<file path="config.mk">
export PLATFORM = sky130hd
export DESIGN_NAME = board_grid
export DESIGN_NICKNAME = d
export VERILOG_FILES = /design/src/rtl/board_pkg.sv /design/src/rtl/board_grid_move_stack.sv /design/src/rtl/board_grid.sv
export SDC_FILE = /design/constraint.sdc
export NUM_CORES = 1
export LEC_CHECK = 0
export CAP_MARGIN = 20
export CORE_ASPECT_RATIO = 0.7
export CORE_MARGIN = 2
export CORE_UTILIZATION = 40
export CTS_BUF_LIST = sky130_fd_sc_hd__clkbuf_4 sky130_fd_sc_hd__clkbuf_8
export DETAILED_ROUTE_END_ITERATION = 16
export PLACE_DENSITY = 0.68
export SLEW_MARGIN = 20
export SYNTH_ARGS = -nofsm -noshare
export SYNTH_HDL_FRONTEND = slang
export SYNTH_SLANG_ARGS = --single-unit
</file>
<file path="constraint.sdc">
create_clock -name clk -period 5.2 [get_ports clk]
set_input_delay 0.78 -clock clk [delete_from_list [all_inputs] [get_ports clk]]
set_output_delay 0.78 -clock clk [all_outputs]
set_load 0.01 [all_outputs]
</file>
<file path="src/rtl/board_pkg.sv">
// Shared types and helpers for the parametrised game board and its undo history.
package board_pkg;

  localparam int MAX_CELL_W = 3;  // enough for up to 7 players plus the empty code

  typedef logic [MAX_CELL_W-1:0] cell_t;

  localparam cell_t EMPTY = '0;

  typedef enum logic [0:0] {
    S_PLAY = 1'b0,
    S_FULL = 1'b1
  } state_e;

  function automatic int cell_w_f(input int num_players);
    return $clog2(num_players + 1);
  endfunction

  function automatic int loc_w_f(input int ncell);
    return $clog2(ncell + 1);
  endfunction

  function automatic cell_t player_to_cell(input cell_t p);
    return p + cell_t'(1);
  endfunction

endpackage

</file>
<file path="src/rtl/board_grid_move_stack.sv">
// LIFO of accepted move locations; top entry is readable in the same cycle it is popped.
module move_stack #(
  parameter int WIDTH = 5,
  parameter int DEPTH = 25
) (
  input  logic             clk,
  input  logic             rst,
  input  logic             push_i,
  input  logic             pop_i,
  input  logic [WIDTH-1:0] data_i,
  output logic [WIDTH-1:0] top_o,
  output logic             empty_o
);

  localparam int PTR_W = $clog2(DEPTH + 1);
  localparam int IDX_W = (DEPTH > 1) ? $clog2(DEPTH) : 1;
  localparam logic [PTR_W-1:0] DEPTH_L = PTR_W'(DEPTH);

  logic [WIDTH-1:0] mem_q [DEPTH];
  logic [PTR_W-1:0] ptr_q, ptr_d;
  logic [PTR_W-1:0] ptr_m1;
  logic             do_push, do_pop;

  assign ptr_m1  = ptr_q - 1'b1;
  assign empty_o = (ptr_q == '0);
  assign top_o   = mem_q[ptr_m1[IDX_W-1:0]];
  assign do_pop  = pop_i && !empty_o;
  assign do_push = push_i && !pop_i && (ptr_q != DEPTH_L);

  always_comb begin
    ptr_d = ptr_q;
    if (do_pop) begin
      ptr_d = ptr_m1;
    end else if (do_push) begin
      ptr_d = ptr_q + 1'b1;
    end
  end

  always_ff @(posedge clk) begin
    if (rst) begin
      ptr_q <= '0;
    end else begin
      ptr_q <= ptr_d;
    end
  end

  always_ff @(posedge clk) begin
    if (do_push) begin
      mem_q[ptr_q[IDX_W-1:0]] <= data_i;
    end
  end

endmodule

</file>
<file path="src/rtl/board_grid.sv">
// N x N board of cell owners with round-robin turn tracking and placement arbitration.
// Optional undo history is enabled by defining BOARD_GRID_UNDO_EN.
module board_grid
  import board_pkg::*;
#(
  parameter int BOARD_DIM   = 5,
  parameter int NUM_PLAYERS = 2,
  parameter int CELL_W      = cell_w_f(NUM_PLAYERS),
  parameter int LOC_W       = loc_w_f(BOARD_DIM * BOARD_DIM)
) (
  input  logic                                  clk,
  input  logic                                  rst,
  input  logic                                  clr,
  input  logic                                  place,
`ifdef BOARD_GRID_UNDO_EN
  input  logic                                  undo,
`endif
  input  logic [LOC_W-1:0]                      loc,
  output logic [BOARD_DIM*BOARD_DIM*CELL_W-1:0] board,
  output logic [CELL_W-1:0]                     cur_player,
  output logic [NUM_PLAYERS-1:0]                turn_onehot,
  output logic                                  place_ack,
  output logic                                  place_err,
  output logic [LOC_W-1:0]                      move_count,
  output logic                                  board_full
);

  localparam int NCELL = BOARD_DIM * BOARD_DIM;
  localparam logic [LOC_W-1:0]  NCELL_L  = LOC_W'(NCELL);
  localparam logic [CELL_W-1:0] LAST_PLY = CELL_W'(NUM_PLAYERS - 1);

  logic [CELL_W-1:0] cells_q [NCELL];
  logic [CELL_W-1:0] cells_d [NCELL];
  logic [CELL_W-1:0] cur_q, cur_d;
  logic [LOC_W-1:0]  count_q, count_d;
  logic              ack_q, ack_d;
  logic              err_q, err_d;
  state_e            state_q, state_d;

  logic [NCELL-1:0]  loc_hit;
  logic [NCELL-1:0]  occ;
  logic              loc_ok, occupied, accept;
  logic [CELL_W-1:0] next_ply, prev_ply;
  cell_t             cur_cell;

  genvar gi;
  generate
    for (gi = 0; gi < NCELL; gi++) begin : g_cell
      assign loc_hit[gi] = (loc == LOC_W'(gi + 1));
      assign occ[gi]     = (cells_q[gi] != '0);
      assign board[gi*CELL_W +: CELL_W] = cells_q[gi];
    end
    for (gi = 0; gi < NUM_PLAYERS; gi++) begin : g_turn
      assign turn_onehot[gi] = (cur_q == CELL_W'(gi));
    end
  endgenerate

  assign loc_ok   = (loc != '0) && (loc <= NCELL_L);
  assign occupied = |(loc_hit & occ);
  assign accept   = place && (state_q == S_PLAY) && loc_ok && !occupied;
  assign next_ply = (cur_q == LAST_PLY) ? '0 : cur_q + 1'b1;
  assign prev_ply = (cur_q == '0) ? LAST_PLY : cur_q - 1'b1;
  assign cur_cell = player_to_cell(cell_t'(cur_q));

`ifdef BOARD_GRID_UNDO_EN
  logic [LOC_W-1:0] hist_top;
  logic             hist_empty;
  logic             undo_go;
  logic [NCELL-1:0] top_hit;

  generate
    for (gi = 0; gi < NCELL; gi++) begin : g_undo_hit
      assign top_hit[gi] = (hist_top == LOC_W'(gi + 1));
    end
  endgenerate

  assign undo_go = undo && !hist_empty;

  move_stack #(
    .WIDTH (LOC_W),
    .DEPTH (NCELL)
  ) u_move_stack (
    .clk     (clk),
    .rst     (rst || clr),
    .push_i  (accept && !undo),
    .pop_i   (undo_go),
    .data_i  (loc),
    .top_o   (hist_top),
    .empty_o (hist_empty)
  );
`endif

  always_comb begin
    cells_d = cells_q;
    cur_d   = cur_q;
    count_d = count_q;
    state_d = state_q;
    ack_d   = 1'b0;
    err_d   = 1'b0;
`ifdef BOARD_GRID_UNDO_EN
    // Undo takes precedence; a simultaneous place is silently dropped.
    if (undo) begin
      if (undo_go) begin
        for (int i = 0; i < NCELL; i++) begin
          if (top_hit[i]) cells_d[i] = '0;
        end
        count_d = count_q - 1'b1;
        cur_d   = prev_ply;
        state_d = S_PLAY;
        ack_d   = 1'b1;
      end else begin
        err_d = 1'b1;
      end
    end else
`endif
    if (place) begin
      if (accept) begin
        for (int i = 0; i < NCELL; i++) begin
          if (loc_hit[i]) cells_d[i] = cur_cell[CELL_W-1:0];
        end
        count_d = count_q + 1'b1;
        cur_d   = next_ply;
        ack_d   = 1'b1;
        if (count_q == NCELL_L - 1'b1) state_d = S_FULL;
      end else begin
        err_d = 1'b1;
      end
    end
  end

  always_ff @(posedge clk) begin
    if (rst || clr) begin
      for (int i = 0; i < NCELL; i++) cells_q[i] <= '0;
      cur_q   <= '0;
      count_q <= '0;
      ack_q   <= 1'b0;
      err_q   <= 1'b0;
      state_q <= S_PLAY;
    end else begin
      cells_q <= cells_d;
      cur_q   <= cur_d;
      count_q <= count_d;
      ack_q   <= ack_d;
      err_q   <= err_d;
      state_q <= state_d;
    end
  end

  assign cur_player = cur_q;
  assign move_count = count_q;
  assign place_ack  = ack_q;
  assign place_err  = err_q;
  assign board_full = (state_q == S_FULL);

endmodule

</file>
# After elaboration in Yosys (flattened, before gate mapping)
# Index checks and enable logic that the tools add are counted.
[word_totals]
register_bits = 60
in_bits = 9
out_inout_bits = 62
elab_cells = 129
[op_classes]
add_sub_neg = 3
n_lt_le_gt_ge = 1
eq_ne = 27
n_mux = 3
bitwise = 3
n_reduce_logical = 62
[ops]
columns = ["operator", "n"]
rows = [
  ["AND reduction 3 bit", 26],
  ["equality test 5 bit (second input constant)", 11],
  ["nonzero test 2 bit", 25],
  ["equality test 5 x 4 -> 1 bit (second input constant)", 8],
  ["bitwise AND 25 bit", 1],
  ["OR reduction 25 bit", 1],
  ["equality test 5 x 3 -> 1 bit (second input constant)", 4],
  ["equality test 5 x 2 -> 1 bit (second input constant)", 2],
  ["adder 5 x 1 -> 5 bit (second input constant)", 1],
  ["equality test 5 x 1 -> 1 bit (second input constant)", 1],
  ["<= comparator 5 bit (second input constant)", 1],
  ["nonzero test 5 bit", 1],
  ["adder 2 x 1 -> 2 bit (second input constant)", 2],
  ["logical AND 1 bit", 4],
  ["equality test 2 x 1 -> 1 bit (second input constant)", 1],
  ["logical NOT 2 bit", 1],
  ["2-to-1 mux 1 bit", 2],
  ["2-to-1 mux 2 bit", 1],
  ["NOT 1 bit", 2],
  ["AND reduction 2 bit", 1],
  ["OR reduction 2 bit", 1],
  ["logical NOT 1 bit", 1],
  ["logical OR 1 bit", 1],
]

# Longest topological paths before layout
[logic_depth]
word_depth = 6
mapped_depth = 10
depth_no_buf = 6

# Worst setup path after synthesis
# Ideal clock, no wire load.
[synth_path]
path_kind = "input -> register"
startpoint = "input loc[1]"
endpoint = "register cells_q (netlist bit board[40])"
arrival_ns = 2.441
t_required_ns = 5.083
slack_ns = 2.642
path_stages = 10
cell_sequence = "buf_4 buf_6 or4b_1 nor2_1 o21ai_0 nand3_1 buf_4 nor2_2 buf_2 a32o_1"
[synth_via]
elab_chain_cells = 6
word_cells_on_any_way = 34
cone_classes = "order compare: 1; eq/ne: 25; bitwise: 1; reduce/logical: 7"
[synth_rtl]
columns = ["item", "line_no", "source"]
rows = [
  ["start, declared", "board_grid.sv:18", "input logic [LOC_W-1:0] loc,"],
  ["equality test 5 x 1 -> 1 bit, or another cell as far along", "board_grid.sv:49", "assign loc_hit[gi] = (loc == LOC_W'(gi + 1));"],
  ["bitwise AND 25 bit", "board_grid.sv:59", "assign occupied = |(loc_hit & occ);"],
  ["OR reduction 25 bit", "board_grid.sv:59", ""],
  ["logical NOT 1 bit", "board_grid.sv:60", "assign accept = place && (state_q == S_PLAY) && loc_ok && !occupied;"],
  ["logical AND 1 bit", "board_grid.sv:60", ""],
  ["AND reduction 3 bit (no source line) *", "--", ""],
  ["end signal, assigned", "board_grid.sv:140", "cells_q <= cells_d;"],
  ["end, declared", "board_grid.sv:32", "logic [CELL_W-1:0] cells_q [NCELL];"],
]
# Every way passes the cells marked *; elsewhere a longest branch is shown, timed or not.
# A chain may end at the register's enable or synchronous reset.

# Final worst setup path
[layout_path]
startpoint = "input loc[1]"
endpoint = "register cells_q (netlist bit board[41])"
# The elaborated chain is that of the path after synthesis.

==> impl_results.md <==
* Met3 wire len at between 500 and 600 um
* Fmax at ~280 MHz
* WHS Endpoint: board[43]
* Int Pwr at 766 uW
* Sw Share at 0.236
* Simple-Gate Fraction of Synth Area at 0.249
* Flop pwr share at 0.463
* Yosys reg bits at 60
* Fraction of layout cells with a size suffix above 1 at 0.0663
* Max capacitance violation total at 0
* RSZ-0062 raised after global routing: no
* Mapped Cells at around 310
* Crit path capture type: flip-flop
* Kind of critical path: in2reg
* Combinational share of power at 0.073
* Compound-Gate Fraction of Synth Area at 0.213
* Max-slew violations at 0
* Chip Height at 71.8 um
* Hold_buf cts at 0
* Hold depth at 2
* Die X at 101 um
* Slew headroom at 0.520
* Status: complete, no violations
* Final Cycle Share at 0.675
* Avg Inst Size Synth at between 8 and 9 sq um
* Max Clock Skew at roughly 0.0048 ns
* Final hold slack at approximately 0.48 ns
* Synth unique cells at 43
* Antenna Nets Post-Route at 0
* Tot GR Track Use at 0.228
* Worst path required time at between 5 and 6 ns
* Htree depth at 3
* WL met2 at roughly 3200 um
* Setup slack, reg-to-reg at between 2 and 3 ns
* Power Dens Cells at ~280 nW/um^2
* Largest family of logic cells by synthesized area: simple AND/OR/NAND/NOR gates
* DR vias/cell at 5.69
* Hold_sp: board[43]
* Global-route wire length before repair at 12,700 um
* Initial antenna violation count at 0
* Worst VDD drop at around 0.00016 V
* Average wire per standard cell at 17.0 um
* TNS Setup at 0 ns
* GRT overflow at 0
* Leak pwr at ~1.2 nW
* Largest area contributor in the netlist: dfxtp_1
* Synth top area cells: dfxtp_1, o21ai_0, nand2_1
* Met1 WL at ~4000 um
* Synthesis Warnings at 0
* Crit path DAT at 3.79 ns
* DPL Wire Length at around 5600 um
* Clock power frac at 0.465
* Final setup vio count at 0
* Min Tclk post-route at 3.51 ns
* CTS Buf Count at 9
* Drt initial violations at approximately 190
* Clock latency on the worst-skew pair at ~0.33 ns
* Top Metal Used: met4
* Via count at 2,591
* Initial Util at 0.418
* Most frequent cells in the layout: clkdlybuf4s50_1, dfxtp_1, nand2_1
* Gp weighted congestion at 0.942
* Post-CTS Resized at 0
* Post-CTS Setup Bufs at 0
* Post-synth top area share at 0.458
* Worst-case clock buffer depth at 2
* Mux cell area share after synthesis at 0
* Sequential share of the synthesized area at 0.458
* Port bufs at 70
* CTS root buf: clkbuf_8
* Critical Path Fanout Max at 18
* Die area at between 7000 and 8000 sq um
* Vias in the first global route at roughly 2,500
* Final #Nets at 386
* HP Class: reg2reg
* R2r startpoint: board[20]
* Core area at between 6000 and 7000 sq um
* Worst Reg-to-Reg Cells at 6
* Ant. Diodes at 0
* Commonest non-fill, non-tap cell in the layout: clkdlybuf4s50_1
* Synthesized Nets at around 330
* CTS Sinks at 60
* Post-Synth Adder-Cell Area at 0.0238
* DR pass1 iterations at 5
* Area share of xor/xnor cells in the synthesized design at 0
* Largest net degree at the start of global routing at 30
* NetSw at between 200 and 250 uW
* Final hold violations at 0
* Clock transition at the registers of the reported paths at about 0.07 ns
* Startpoint Class: primary input
* Row cnt at 24
* WL final at 7750 um
* Boundary Pins at between 70 and 80
* Worst-margin pin slew at a little over 0.7 ns
* DRC at 0
* Synthesized area at ~2600 sq um
* Syn-to-layout area delta at 35.3%
* R2R Path End: board[41]
* CTS tree: built
## state kept, by name, indices dropped and copies added (netlist names)
register,flops
place_err,1
cur_player,2
board,50
board_full,1
move_count,5
place_ack,1
## worst max-delay path by stage
| stage | startpoint | endpoint | slack, ns |
|---|---|---|---|
| floorplan | loc[1] | board[40] | 2.64 |
| global placement | loc[1] | move_count[3] | 1.62 |
| detailed placement | loc[1] | board[40] | 1.42 |
| CTS | loc[1] | board[40] | 1.76 |
| global route | loc[1] | board[41] | 1.42 |
| finish | loc[1] | board[41] | 1.69 |
## worst max-delay path, stage by stage
cell and delay, ns:
clkdlybuf4s50_1 0.83, or2_0 0.36, a2111oi_0 0.12, nor4_1 0.41
nand4b_1 0.45, nor2_2 0.58, a32o_1 0.25
## Yosys cell counts, drive strengths merged
master and n:
dfxtp 60, nand2 52, o21ai 39, nor2 27, a32o 13, buf 13, nor3 10, clkbuf 9
nand3 9, inv 8, a21oi 7, ha 5, o31ai 5, or4 5, a22o 4, and3 4
nor3b 4, nor4 4, o211ai 4, a211oi 3, or2 3, a2111oi 2, nand3b 2, nand4b 2
o211a 2, o22ai 2, or4b 2, a31oi 1, and3b 1, and4b 1, nand4 1, nand4bb 1
nor2b 1, o22a 1, o2bb2ai 1, or2b 1, or3 1, or3b 1
## power groups by stage
stage                     logic (mW)  registers [mW]  clock network [mW]
after floorplan               0.0459           0.475                   0
after global placement        0.0709           0.474                   0
after detailed placement      0.0715           0.474                   0
after CTS                     0.0718           0.464               0.473
after global routing          0.0793           0.464               0.492
final                         0.0728           0.464               0.466
## per-stage QoR
step | std cells | total power, mW | worst slack, ns | instance area [sq um] | util
after floorplan | 311 | 0.521 | 2.64 | 2630 | -
after global placement | 439 | 0.545 | 1.62 | 3330 | 0.530
after detailed placement | 439 | 0.546 | 1.42 | 3330 | 0.530
after CTS | 455 | 1.01 | 1.76 | 3550 | 0.566
after global routing | 455 | 1.04 | 1.42 | 3550 | 0.566
final | 455 | 1.00 | 1.69 | 3550 | 0.566
## metal layers
layer  up-vias  global-route usage
li1       1248                   -
met1      1233               0.344
met2       101               0.311
met3         9              0.0673
met4         0              0.0654
met5         -                   0
## cells by family after synthesis
kind of cell / Yosys count
and+or+nand+nor: 132
DFF: 60
adders and majority gates: 5
buffers and inverters: 30
AOI/OAI and AO/OA: 84
## final cells by class
| cell class | instances | area (sq um) |
|---|---|---|
| clock buffers | 10 | 138 |
| fillers | 584 | 2720 |
| flip-flops and latches | 60 | 1200 |
| repair buffers | 72 | 716 |
| clock inverters | 6 | 87.6 |
| well taps | 78 | 97.6 |
| multi-input cells | 221 | 1280 |
| inverters | 8 | 30.0 |
Power figures use the tool's default switching activity.
